<file path="config.mk">
export PLATFORM = sky130hd
export DESIGN_NAME = led_rot_ctrl
export DESIGN_NICKNAME = d
export VERILOG_FILES = /design/src/rtl/led_rot_pkg.sv /design/src/rtl/led_rot_ctrl_btn_debounce.sv /design/src/rtl/led_rot_ctrl.sv
export SDC_FILE = /design/constraint.sdc
export NUM_CORES = 1
export LEC_CHECK = 0
export ABC_AREA = 1
export BUFFER_PORTS_ARGS = -buffer_cell sky130_fd_sc_hd__buf_2
export CAP_MARGIN = 5
export CORE_AREA = 4 4 92 94
export DETAILED_ROUTE_END_ITERATION = 10
export DIE_AREA = 0 0 96 98
export PLACE_DENSITY = 0.71
export SKIP_LAST_GASP = 1
export SLEW_MARGIN = 20
export SYNTH_ARGS = -nofsm -noshare
export SYNTH_HDL_FRONTEND = slang
export SYNTH_HIERARCHICAL = 1
export SYNTH_SLANG_ARGS = --single-unit
</file>
<file path="constraint.sdc">
create_clock -name clk -period 2.5 [get_ports clk]
set_clock_uncertainty 0.05 [all_clocks]
set_input_delay 0.375 -clock clk [delete_from_list [all_inputs] [get_ports clk]]
set_output_delay 0.375 -clock clk [all_outputs]
set_load 0.01 [all_outputs]
</file>
<file path="src/rtl/led_rot_pkg.sv">
`default_nettype none
// ============================================================================
//  Module      : led_rot_pkg
//  Description : Shared FSM state encoding, LED reset pattern and pattern
//                step helper for the LED rotator.
//  Revision    : 1.0 - initial release
// ============================================================================
package led_rot_pkg;

    // Encoding 2'd3 is never entered; the FSM treats it as MAN
    typedef enum logic [1:0] {
        MAN  = 2'd0,
        RUN  = 2'd1,
        HOLD = 2'd2
    } state_t;

    localparam logic [7:0] LED_INIT = 8'h80;

    // Rotate right: bit i takes bit (i + amt) mod 8
    function automatic logic [7:0] rot_right(input logic [7:0] v, input logic [2:0] amt);
        logic [7:0] r;
        logic [2:0] idx;
        r = '0;
        for (int i = 0; i < 8; i++) begin
            idx  = 3'(i) + amt;
            r[i] = v[idx];
        end
        return r;
    endfunction

    // A zero amount reloads the pattern instead of rotating
    function automatic logic [7:0] next_pattern(input logic [7:0] v, input logic [2:0] amt);
        return (amt == 3'd0) ? LED_INIT : rot_right(v, amt);
    endfunction

endpackage
`default_nettype wire

</file>
<file path="src/rtl/led_rot_ctrl_btn_debounce.sv">
`default_nettype none
// ============================================================================
//  Module      : btn_debounce
//  Description : Two-flop synchronizer, counter debouncer and rising-edge
//                detector for a raw push-button. Emits a one-cycle press.
//  Revision    : 1.0 - initial release
// ============================================================================
module btn_debounce #(
    parameter int DEB_CYC = 250_000
) (
    input  logic clk,
    input  logic rst,
    input  logic btn_raw,
    output logic press
);

    localparam logic [19:0] c_CNT_LAST = 20'(DEB_CYC - 1);

    logic [1:0]  r_sync;
    logic [1:0]  r_vld;    // fills with ones once the synchronizer holds real samples
    logic        r_armed;  // set once the button is seen released after reset
    logic        r_level;
    logic [19:0] r_cnt;
    logic        r_press;

    assign press = r_press;

    // Synchronize, debounce, and flag an armed debounced rising edge
    always_ff @(posedge clk) begin
        if (rst) begin
            r_sync  <= 2'b00;
            r_vld   <= 2'b00;
            r_armed <= 1'b0;
            r_level <= 1'b0;
            r_cnt   <= '0;
            r_press <= 1'b0;
        end else begin
            r_sync  <= {r_sync[0], btn_raw};
            r_vld   <= {r_vld[0], 1'b1};
            r_press <= 1'b0;
            // A button held through reset must be released before it can press
            if (r_vld[1] && !r_sync[1]) begin
                r_armed <= 1'b1;
            end
            if (r_sync[1] == r_level) begin
                r_cnt <= '0;
            end else if (r_cnt == c_CNT_LAST) begin
                r_level <= r_sync[1];
                r_cnt   <= '0;
                r_press <= r_sync[1] & r_armed;
            end else begin
                r_cnt <= r_cnt + 20'd1;
            end
        end
    end

endmodule
`default_nettype wire

</file>
<file path="src/rtl/led_rot_ctrl.sv">
`default_nettype none
// ============================================================================
//  Module      : led_rot_ctrl
//  Description : Rotating LED pattern with manual (button) or automatic
//                (prescaled) stepping and a hold/resume function.
//  Revision    : 1.0 - initial release
// ============================================================================
module led_rot_ctrl
    import led_rot_pkg::*;
#(
    parameter int PRESCALE = 12_500_000,
    parameter int DEB_CYC  = 250_000
) (
    input  logic       clk,
    input  logic       rst,
    input  logic       br,
    input  logic [2:0] sw,
    input  logic       mode,
    output logic [7:0] ledr,
    output logic       step,
    output logic [1:0] state
);

    localparam logic [23:0] c_PRE_LAST = 24'(PRESCALE - 1);

    logic        w_press;
    logic [1:0]  r_mode_sync;
    logic        w_mode;
    state_t      r_state;
    state_t      w_state_nxt;
    logic [23:0] r_pre;
    logic [23:0] w_pre_nxt;
    logic        w_do_step;
    logic [7:0]  r_ledr;
    logic        r_step;

    btn_debounce #(
        .DEB_CYC (DEB_CYC)
    ) u_btn (
        .clk     (clk),
        .rst     (rst),
        .btn_raw (br),
        .press   (w_press)
    );

    assign w_mode = r_mode_sync[1];
    assign ledr   = r_ledr;
    assign step   = r_step;
    assign state  = r_state;

    // State, prescaler, pattern and step-pulse registers
    always_ff @(posedge clk) begin
        if (rst) begin
            r_mode_sync <= 2'b00;
            r_state     <= MAN;
            r_pre       <= '0;
            r_ledr      <= LED_INIT;
            r_step      <= 1'b0;
        end else begin
            r_mode_sync <= {r_mode_sync[0], mode};
            r_state     <= w_state_nxt;
            r_pre       <= w_pre_nxt;
            r_step      <= w_do_step;
            if (w_do_step) begin
                r_ledr <= next_pattern(r_ledr, sw);
            end
        end
    end

    // Next state; a mode change outranks a press, a press outranks terminal count
    always_comb begin
        w_state_nxt = r_state;
        w_pre_nxt   = r_pre;
        w_do_step   = 1'b0;
        case (r_state)
            MAN: begin
                if (w_mode) begin
                    w_state_nxt = RUN;
                    w_pre_nxt   = '0;
                end else if (w_press) begin
                    w_do_step = 1'b1;
                end
            end
            RUN: begin
                if (!w_mode) begin
                    w_state_nxt = MAN;
                    w_pre_nxt   = '0;
                end else if (w_press) begin
                    w_state_nxt = HOLD;
                end else if (r_pre == c_PRE_LAST) begin
                    w_pre_nxt = '0;
                    w_do_step = 1'b1;
                end else begin
                    w_pre_nxt = r_pre + 24'd1;
                end
            end
            HOLD: begin
                if (!w_mode) begin
                    w_state_nxt = MAN;
                    w_pre_nxt   = '0;
                end else if (w_press) begin
                    w_state_nxt = RUN;
                end
            end
            default: begin
                w_state_nxt = MAN;
                w_pre_nxt   = '0;
            end
        endcase
    end

endmodule
`default_nettype wire

</file>
==> flow_summary.yaml, run 1 <==
cts:
  post-cts-setup-buffer-count: 0
  ctsLongestPathBuffers: 2
  cts_hold_buf: 0
  cts-root-buf: "sky130_fd_sc_hd__clkbuf_8"
  cts.sink_count: 64
  post_cts.resized_instances: 0
  cts.reportedPaths.clkPinSlew_ns: 0.07
  cts_max_level: 3
  cts_made_buffers: 9
  insertion_delay_ns: 0.34
  cts_tree: "done"
floorplanning:
  floorplan.initialDensity_pct: 48.6
  rows: 32
  coreArea_um2: 7650
  ios: 18
  die-area_um2: 9410
  fp.dieW_um: 96
  floorplan.die.height_um: 98
power_and_ir_drop:
  p_per_area_nw_per_um2: 502
  p_switching_mw: 0.470
  combinationalPowerShare_pct: 6.3
  share_seq_of_total_power_pct: 51.3
  clock_power_share_pct: 42.3
  internal-power_mw: 1.55
  peak_supply_drop_mv: 0.266
  p_sw_share_pct: 23.3
  p_leak_nw: 1.52
  total_power_mw: 2.02
worst_setup_path:
  worstSetupPathType: "reg -> reg"
  cp_max_fo: 11
  cp_data_arrival_time_ns: 2.09
  rrSetupSlack_ns: 0.64
  timing.critical_path.to_type: "register"
  r2r_start: "state[0]"
  r2r_cells: 8
  critPathRequiredTime_ns: 2.72
  end_of_the_worst_register_to_register_path: "r_pre[18]"
  startpoint_type: "register"
grt:
  maximum_number_of_pins_on_one_net_before_global_route_repair: 22
  global_route_wire_length_before_repair_um: 13000
  grt_antenna_before_repair: 0
  via_count_of_the_first_global_routing_pass: 3003
  grt.overflow.total: 0
  global_route.usage.total_pct: 16.8
sta:
  setup-tns-final_ns: 0
  period_share_pct: 74.5
  worstMarginPinSlew_ns: 0.562
  fmax_ghz: 0.537
  post-route-min-period_ns: 1.86
  slew_headroom_pct: 62.4
  grt_setup_unrepaired: "no"
  timing.final.hold_violations: 0
  final_max_slew_viol_count: 0
  finalSetupViolCount: 0
synthesis:
  synth.most_common_cell: "sky130_fd_sc_hd__nand2_1"
  syn-num-nets: 562
  ys.flop_type: "sky130_fd_sc_hd__dfxtp_1"
  post_synth.cell_area_avg_um2: 6.76
  synth.ff_latch_count: 64
  post_synth_inst_count: 550
  top_area_cells_in_the_synthesized_netlist: "sky130_fd_sc_hd__dfxtp_1 (34%), sky130_fd_sc_hd__nand2_1 (14%), sky130_fd_sc_hd__nor2_1 (10%)"
  synth_top_cells_by_count: "sky130_fd_sc_hd__nand2_1 (138), sky130_fd_sc_hd__nor2_1 (99), sky130_fd_sc_hd__dfxtp_1 (64), sky130_fd_sc_hd__inv_1 (64), sky130_fd_sc_hd__nand3_1 (49)"
  synth.largest_area_cell: "sky130_fd_sc_hd__dfxtp_1"
  ffs_w_async_s_r_synth_pct: 0
  yosys_warnings: 6
  synth_top_cell_area_share_pct: 34.5
  synth_enable_flop_cells: 0
  synth_area_um2: 3720
  yosysSeqAreaShare_pct: 34.5
  yosysUniqueCellTypes: 36
detailed_routing:
  route.detailed.wl_per_inst_um: 11.0
  drt_wl_total_um: 7420
  drc_errors: 0
  num_vias: 3357
  detailed_router_iteration_count_before_antenna_repair: 4
  routed_via_density: 4.99
  first_iter_violations: 144
  postRouteAntennaNets: 0
final_layout:
  finish.net_count: 579
  flow.area_growth_from_synthesis_pct: 8.11
  antenna_cells_inserted: 0
  share_of_layout_cells_above_drive_strength_1_pct: 14.9
  final.fill_count: 784
run:
  maxCapViolations: 0
worst_hold_path:
  hold_path_startpoint: "br"
  holdPathEnd: "u_btn/r_sync[0]"
  worst_hold_path_type: "in -> reg"
  min_delay_path_depth: 3
outcome:
  run_status: "finished, final reports clean"
placement:
  port_buffers: 17
  routabilityCongestion: 0.899
  place_hpwl_um: 5630
-- placed cells by master (no fill, tap or decap), types with 4 or more instances in the layout --
cell and n:
sky130_fd_sc_hd__nand2_2 7, sky130_fd_sc_hd__clkbuf_8 10, sky130_fd_sc_hd__nor3_1 7, sky130_fd_sc_hd__o21ai_0 6, sky130_fd_sc_hd__nor2_1 99, sky130_fd_sc_hd__nand2_4 4
sky130_fd_sc_hd__nand2_1 138, sky130_fd_sc_hd__nand3_2 4, sky130_fd_sc_hd__nand3_1 49, sky130_fd_sc_hd__ha_1 5, sky130_fd_sc_hd__nand4_1 14, sky130_fd_sc_hd__xor2_1 11
sky130_fd_sc_hd__nor2_2 12, sky130_fd_sc_hd__inv_1 64, sky130_fd_sc_hd__xnor2_1 8, sky130_fd_sc_hd__nor2_4 7, sky130_fd_sc_hd__buf_2 17, sky130_fd_sc_hd__nor3_2 5
sky130_fd_sc_hd__dfxtp_1 64, sky130_fd_sc_hd__o211ai_1 4, sky130_fd_sc_hd__a21oi_2 11
-- per-stage QoR --
step / std cells / hold slack, ns / worst slack, ns / instance area, um2 / util [%]
detailed placement: 658 / 0.349 / 0.532 / 3830 / 50.1
finish: 673 / 0.194 / 0.637 / 4020 / 52.6
CTS: 673 / 0.182 / 0.648 / 4020 / 52.6
global placement: 658 / 0.342 / 0.607 / 3830 / 50.1
global route: 673 / 0.200 / 0.390 / 4020 / 52.6
floorplan: 550 / 0.338 / 0.945 / 3720 / -
-- cells by family after synthesis --
family / synth area share [%]
buffers and inverters: 9.39
and+or+nand+nor: 44.2
xor gates and xnor gates: 4.48
AOI/OAI and AO/OA: 5.76
DFF: 34.5
adders and majority gates: 1.68
-- power by group through the flow --
| stage | Sequential, mW | Clock (mW) | Combinational [mW] |
|---|---|---|---|
| 6_report | 1.03 | 0.854 | 0.128 |
| 5_1_grt | 1.04 | 0.926 | 0.148 |
| 4_1_cts | 1.03 | 0.882 | 0.128 |
| 3_5_place_dp | 1.06 | 0 | 0.128 |
| 3_3_place_gp | 1.06 | 0 | 0.124 |
| 2_1_floorplan | 1.06 | 0 | 0.110 |
-- metal layers --
| metal | share of wire, % | track usage [%] | vias to the layer above |
|---|---|---|---|
| met5 | 0 | 0 | - |
| met4 | 2.0 | 5.36 | 0 |
| met3 | 4.9 | 4.62 | 17 |
| met2 | 46 | 26.1 | 67 |
| met1 | 47 | 22.3 | 1513 |
| li1 | - | - | 1760 |
-- critical path, cell delays in order, from the launching register on --
cell,delay (ns)
sky130_fd_sc_hd__dfxtp_1,0.44
sky130_fd_sc_hd__nor2_1,0.11
sky130_fd_sc_hd__nand2_2,0.08
sky130_fd_sc_hd__nand3_1,0.40
sky130_fd_sc_hd__nor2_2,0.42
sky130_fd_sc_hd__nand3_1,0.12
sky130_fd_sc_hd__nand2_1,0.08
sky130_fd_sc_hd__nand2_1,0.04
sky130_fd_sc_hd__nor2_1,0.07
-- registers in the layout, indices dropped and copies added, names as in the netlist --
register and count:
u_btn/r_cnt 20, u_btn/press 1, u_btn/r_vld 2, u_btn/r_level 1, step 1, u_btn/r_sync 2
state 2, ledr 8, u_btn/r_armed 1, r_pre 24, r_mode_sync 2
-- final cells by class --
class | instances | area, um2 | area share [%]
repair buffers | 17 | 85.1 | 2.12
well taps | 102 | 128 | 3.18
flip-flops and latches | 64 | 1280 | 31.9
clock buffers | 11 | 141 | 3.52
multi-input cells | 408 | 2090 | 51.9
clock inverters | 4 | 45.0 | 1.12
inverters | 67 | 251 | 6.26
-- worst max-delay path by stage --
stage | start | endpoint
after floorplan | sw[0] | ledr[3]
after global placement | sw[0] | ledr[3]
after detailed placement | sw[0] | ledr[3]
after CTS | state[0] | r_pre[18]
after global routing | state[0] | r_pre[18]
final | state[0] | r_pre[18]
(Power assumes the default switching activity.)
==> run 2: changes to the inputs <==
--- a/config.mk
+++ b/config.mk
@@ -5,13 +5,13 @@
 export SDC_FILE = /design/constraint.sdc
 export NUM_CORES = 1
 export LEC_CHECK = 0
-export ABC_AREA = 1
+export ABC_AREA = 0
 export BUFFER_PORTS_ARGS = -buffer_cell sky130_fd_sc_hd__buf_2
 export CAP_MARGIN = 5
-export CORE_AREA = 4 4 92 94
+export CORE_AREA = 4 4 87 89
 export DETAILED_ROUTE_END_ITERATION = 10
-export DIE_AREA = 0 0 96 98
-export PLACE_DENSITY = 0.71
+export DIE_AREA = 0 0 91 93
+export PLACE_DENSITY = 0.75
 export SKIP_LAST_GASP = 1
 export SLEW_MARGIN = 20
 export SYNTH_ARGS = -nofsm -noshare
==> constraint.sdc (replaced) <==
create_clock -name clk -period 1.58 [get_ports clk]
set_clock_uncertainty 0.05 [all_clocks]
set_input_delay 0.237 -clock clk [delete_from_list [all_inputs] [get_ports clk]]
set_output_delay 0.237 -clock clk [all_outputs]
set_load 0.01 [all_outputs]
==> run 2 against run 1 <==
Compared with the run above: the flow now finishes with violations (negative setup slack); clock power up 93%; sequential cell count unchanged; register-to-register slack worse by 0.75 ns; critical endpoint is now ledr[7]; largest power group is now clock.
==> flow_summary.yaml, run 2 <==
floorplanning:
  fp.dieW_um: 91
  rows: 30
  floorplan.die.height_um: 93
  die-area_um2: 8460
  coreArea_um2: 6760
  floorplan.initialDensity_pct: 49.4
  ios: 18
synthesis:
  synth_area_um2: 3340
  synth.ff_latch_count: 64
  yosysSeqAreaShare_pct: 38.4
  ffs_w_async_s_r_synth_pct: 0
  synth_top_cells_by_count: "sky130_fd_sc_hd__dfxtp_1 (64), sky130_fd_sc_hd__nor2_1 (45), sky130_fd_sc_hd__xnor2_1 (30)"
  yosys_warnings: 6
  synth_enable_flop_cells: 0
  synth_xor_xnor_area_share_pct: 10.2
  post_synth_inst_count: 352
  top_area_cells_in_the_synthesized_netlist: "sky130_fd_sc_hd__dfxtp_1 (38%), sky130_fd_sc_hd__xnor2_1 (7.9%), sky130_fd_sc_hd__mux4_2 (5.4%)"
  synth.most_common_cell: "sky130_fd_sc_hd__dfxtp_1"
  synth_compound_gate_area_share_pct: 9.25
  syn-num-nets: 364
  synth.area.mux_share_pct: 6.67
  post_synth.cell_area_avg_um2: 9.49
  ys.flop_type: "sky130_fd_sc_hd__dfxtp_1"
  synth.largest_area_cell: "sky130_fd_sc_hd__dfxtp_1"
  synth_top_cell_area_share_pct: 38.4
  synth_top_family_by_area: "simple AND/OR/NAND/NOR gates"
  synth_adder_area_share_pct: 1.87
  yosysUniqueCellTypes: 51
  synth_simple_gate_area_share_pct: 29.3
grt:
  grt.overflow.total: 0
  grt_antenna_before_repair: 0
  global_route.usage.total_pct: 18.8
  maximum_number_of_pins_on_one_net_before_global_route_repair: 21
  via_count_of_the_first_global_routing_pass: 3016
  global_route_wire_length_before_repair_um: 13300
detailed_routing:
  num_vias: 3105
  drt_wl_total_um: 8780
  routed_via_density: 5.70
  route.detailed.wl_per_inst_um: 16.1
  postRouteAntennaNets: 0
  drc_errors: 0
  first_iter_violations: 109
  detailed_router_iteration_count_before_antenna_repair: 4
cts:
  cts.sink_count: 64
  cts_max_level: 3
  cts_hold_buf: 0
  cts_made_buffers: 9
  cts_tree: "done"
  cts-root-buf: "sky130_fd_sc_hd__clkbuf_8"
  ctsLongestPathBuffers: 2
  insertion_delay_ns: 0.34
  cts.reportedPaths.clkPinSlew_ns: 0.07
final_layout:
  final.fill_count: 453
  share_of_layout_cells_above_drive_strength_1_pct: 48.8
  area_of_combinational_cells_with_multiple_inputs_um2: 2200
  finish.net_count: 472
  mostFrequentLayoutCells: "sky130_fd_sc_hd__buf_4 (83), sky130_fd_sc_hd__dfxtp_1 (41), sky130_fd_sc_hd__nor2_1 (36)"
  largest_reg_flops: 24
  finish.utilization_pct: 71.0
  layout_commonest_cell: "sky130_fd_sc_hd__buf_4"
  seq_area_um2: 1330
  flow.area_growth_from_synthesis_pct: 43.7
  antenna_cells_inserted: 0
  max_flop_register: "r_pre"
power_and_ir_drop:
  p_per_area_nw_per_um2: 731
  p_leak_nw: 1.80
  peak_supply_drop_mv: 0.690
sta:
  timing.final.hold_violations: 0
  period_share_pct: 107
  setup-tns-final_ns: -3.84
  slew_headroom_pct: 67.0
  final_max_slew_viol_count: 0
  worstMarginPinSlew_ns: 0.488
  finalSetupViolCount: 53
  post-route-min-period_ns: 1.69
  grt_setup_unrepaired: "yes"
  timing.final.ws_setup_ns: -0.114
  fmax_ghz: 0.590
worst_hold_path:
  worst_hold_path_type: "in -> reg"
  holdPathEnd: "u_btn/r_sync[0]"
  min_delay_path_depth: 2
  hold_path_startpoint: "br"
worst_setup_path:
  rrSetupSlack_ns: -0.11
  startpoint_type: "register"
  cp_cell_sequence: "ha_4, and4_4, nand4_2, buf_4, o21a_4, nor3_2, o21ai_1"
  r2r_start: "r_pre[1]"
  r2r_cells: 7
  worstSetupPathType: "reg -> reg"
  cp_top_family: "simple AND/OR/NAND/NOR gates"
  end_of_the_worst_register_to_register_path: "ledr[7]"
  timing.critical_path.to_type: "register"
  critical-path-slowest-cell: "sky130_fd_sc_hd__dfxtp_4"
  cp_num_buf_inv: 1
  cp_max_fo: 4
  critPathRequiredTime_ns: 1.74
  max_stage_delay_ns: 0.37
  cp_data_arrival_time_ns: 1.86
outcome:
  run_status: "finished, violations left"
  failed_checks: "negative setup slack"
placement:
  routabilityCongestion: 0.851
  port_buffers: 17
  place_hpwl_um: 5440
run:
  maxCapViolations: 0
==> run 2: cell count changes after synthesis, sizes merged, moves of 6 or more <==
cell	change
and3	+6
a22oi	+7
nand2	-133
a311oi	+6
xnor2	+22
nor2b	+6
nor4	+10
nor3	+11
mux4	+8
inv	-52
nor2	-72
nand3	-35
==> run 2: logic make-up (layout without fill, tap and decap cells) <==
logic type / Yosys count / count (layout)
mux: 12 / 12
fa+ha+maj: 5 / 5
xor+xnor: 38 / 38
simple gates: 160 / 160
buf+inv: 28 / 141
flops: 64 / 64
compound gates: 45 / 45
==> run 2: worst max-delay path by stage <==
stage | from | to | slack, ns | depth (start not counted)
3_3_place_gp | sw[1] | ledr[5] | -0.34 | 7
4_1_cts | r_pre[1] | r_pre[1] | -0.07 | 7
5_1_grt | u_btn/r_cnt[1] | u_btn/r_cnt[18] | -0.20 | 6
2_1_floorplan | sw[0] | ledr[5] | -0.30 | 7
6_report | r_pre[1] | ledr[7] | -0.11 | 7
3_5_place_dp | sw[1] | ledr[5] | -0.39 | 7
==> run 2: metal layers <==
metal | global-route usage (%) | up-vias | share of wire, %
met2 | 33.4 | 87 | 52
met4 | 5.78 | 0 | 1.9
met3 | 5.07 | 14 | 4.9
li1 | - | 1494 | -
met1 | 22.2 | 1510 | 42
met5 | 0 | - | 0
==> run 2: repair_timing <==
item                       CTS  global route
pin swaps                   14            23
setup endpoints to repair   51            54
cloned                       1             2
resized for setup           24            48
setup buffers                8             3
==> run 2: cell type report <==
cell class	count	area share, %
Multi-Input combinational cell	260	45.8
Sequential cell	64	27.7
Timing Repair Buffer	111	18.3
Clock buffer	11	3.16
Tap cell	80	2.09
Clock inverter	5	1.80
Inverter	14	1.15
==> run 2: where the power goes <==
group / switching [mW] / internal [mW] / total, mW
clock network: 0.659 / 0.989 / 1.65
logic: 0.122 / 0.116 / 0.237
registers: 0.00931 / 1.61 / 1.62
total: 0.789 / 2.72 / 3.51
==> run 2: per-stage QoR <==
step	worst slack [ns]	hold slack, ns	cells	cell area [um2]	total power [mW]
2_1_floorplan	-0.305	0.259	352	3470	1.80
3_3_place_gp	-0.340	0.369	515	4150	1.85
3_5_place_dp	-0.394	0.384	515	4150	1.86
4_1_cts	-0.0714	0.0717	540	4560	3.52
5_1_grt	-0.205	0.0761	545	4800	3.62
6_report	-0.114	0.0815	545	4800	3.51
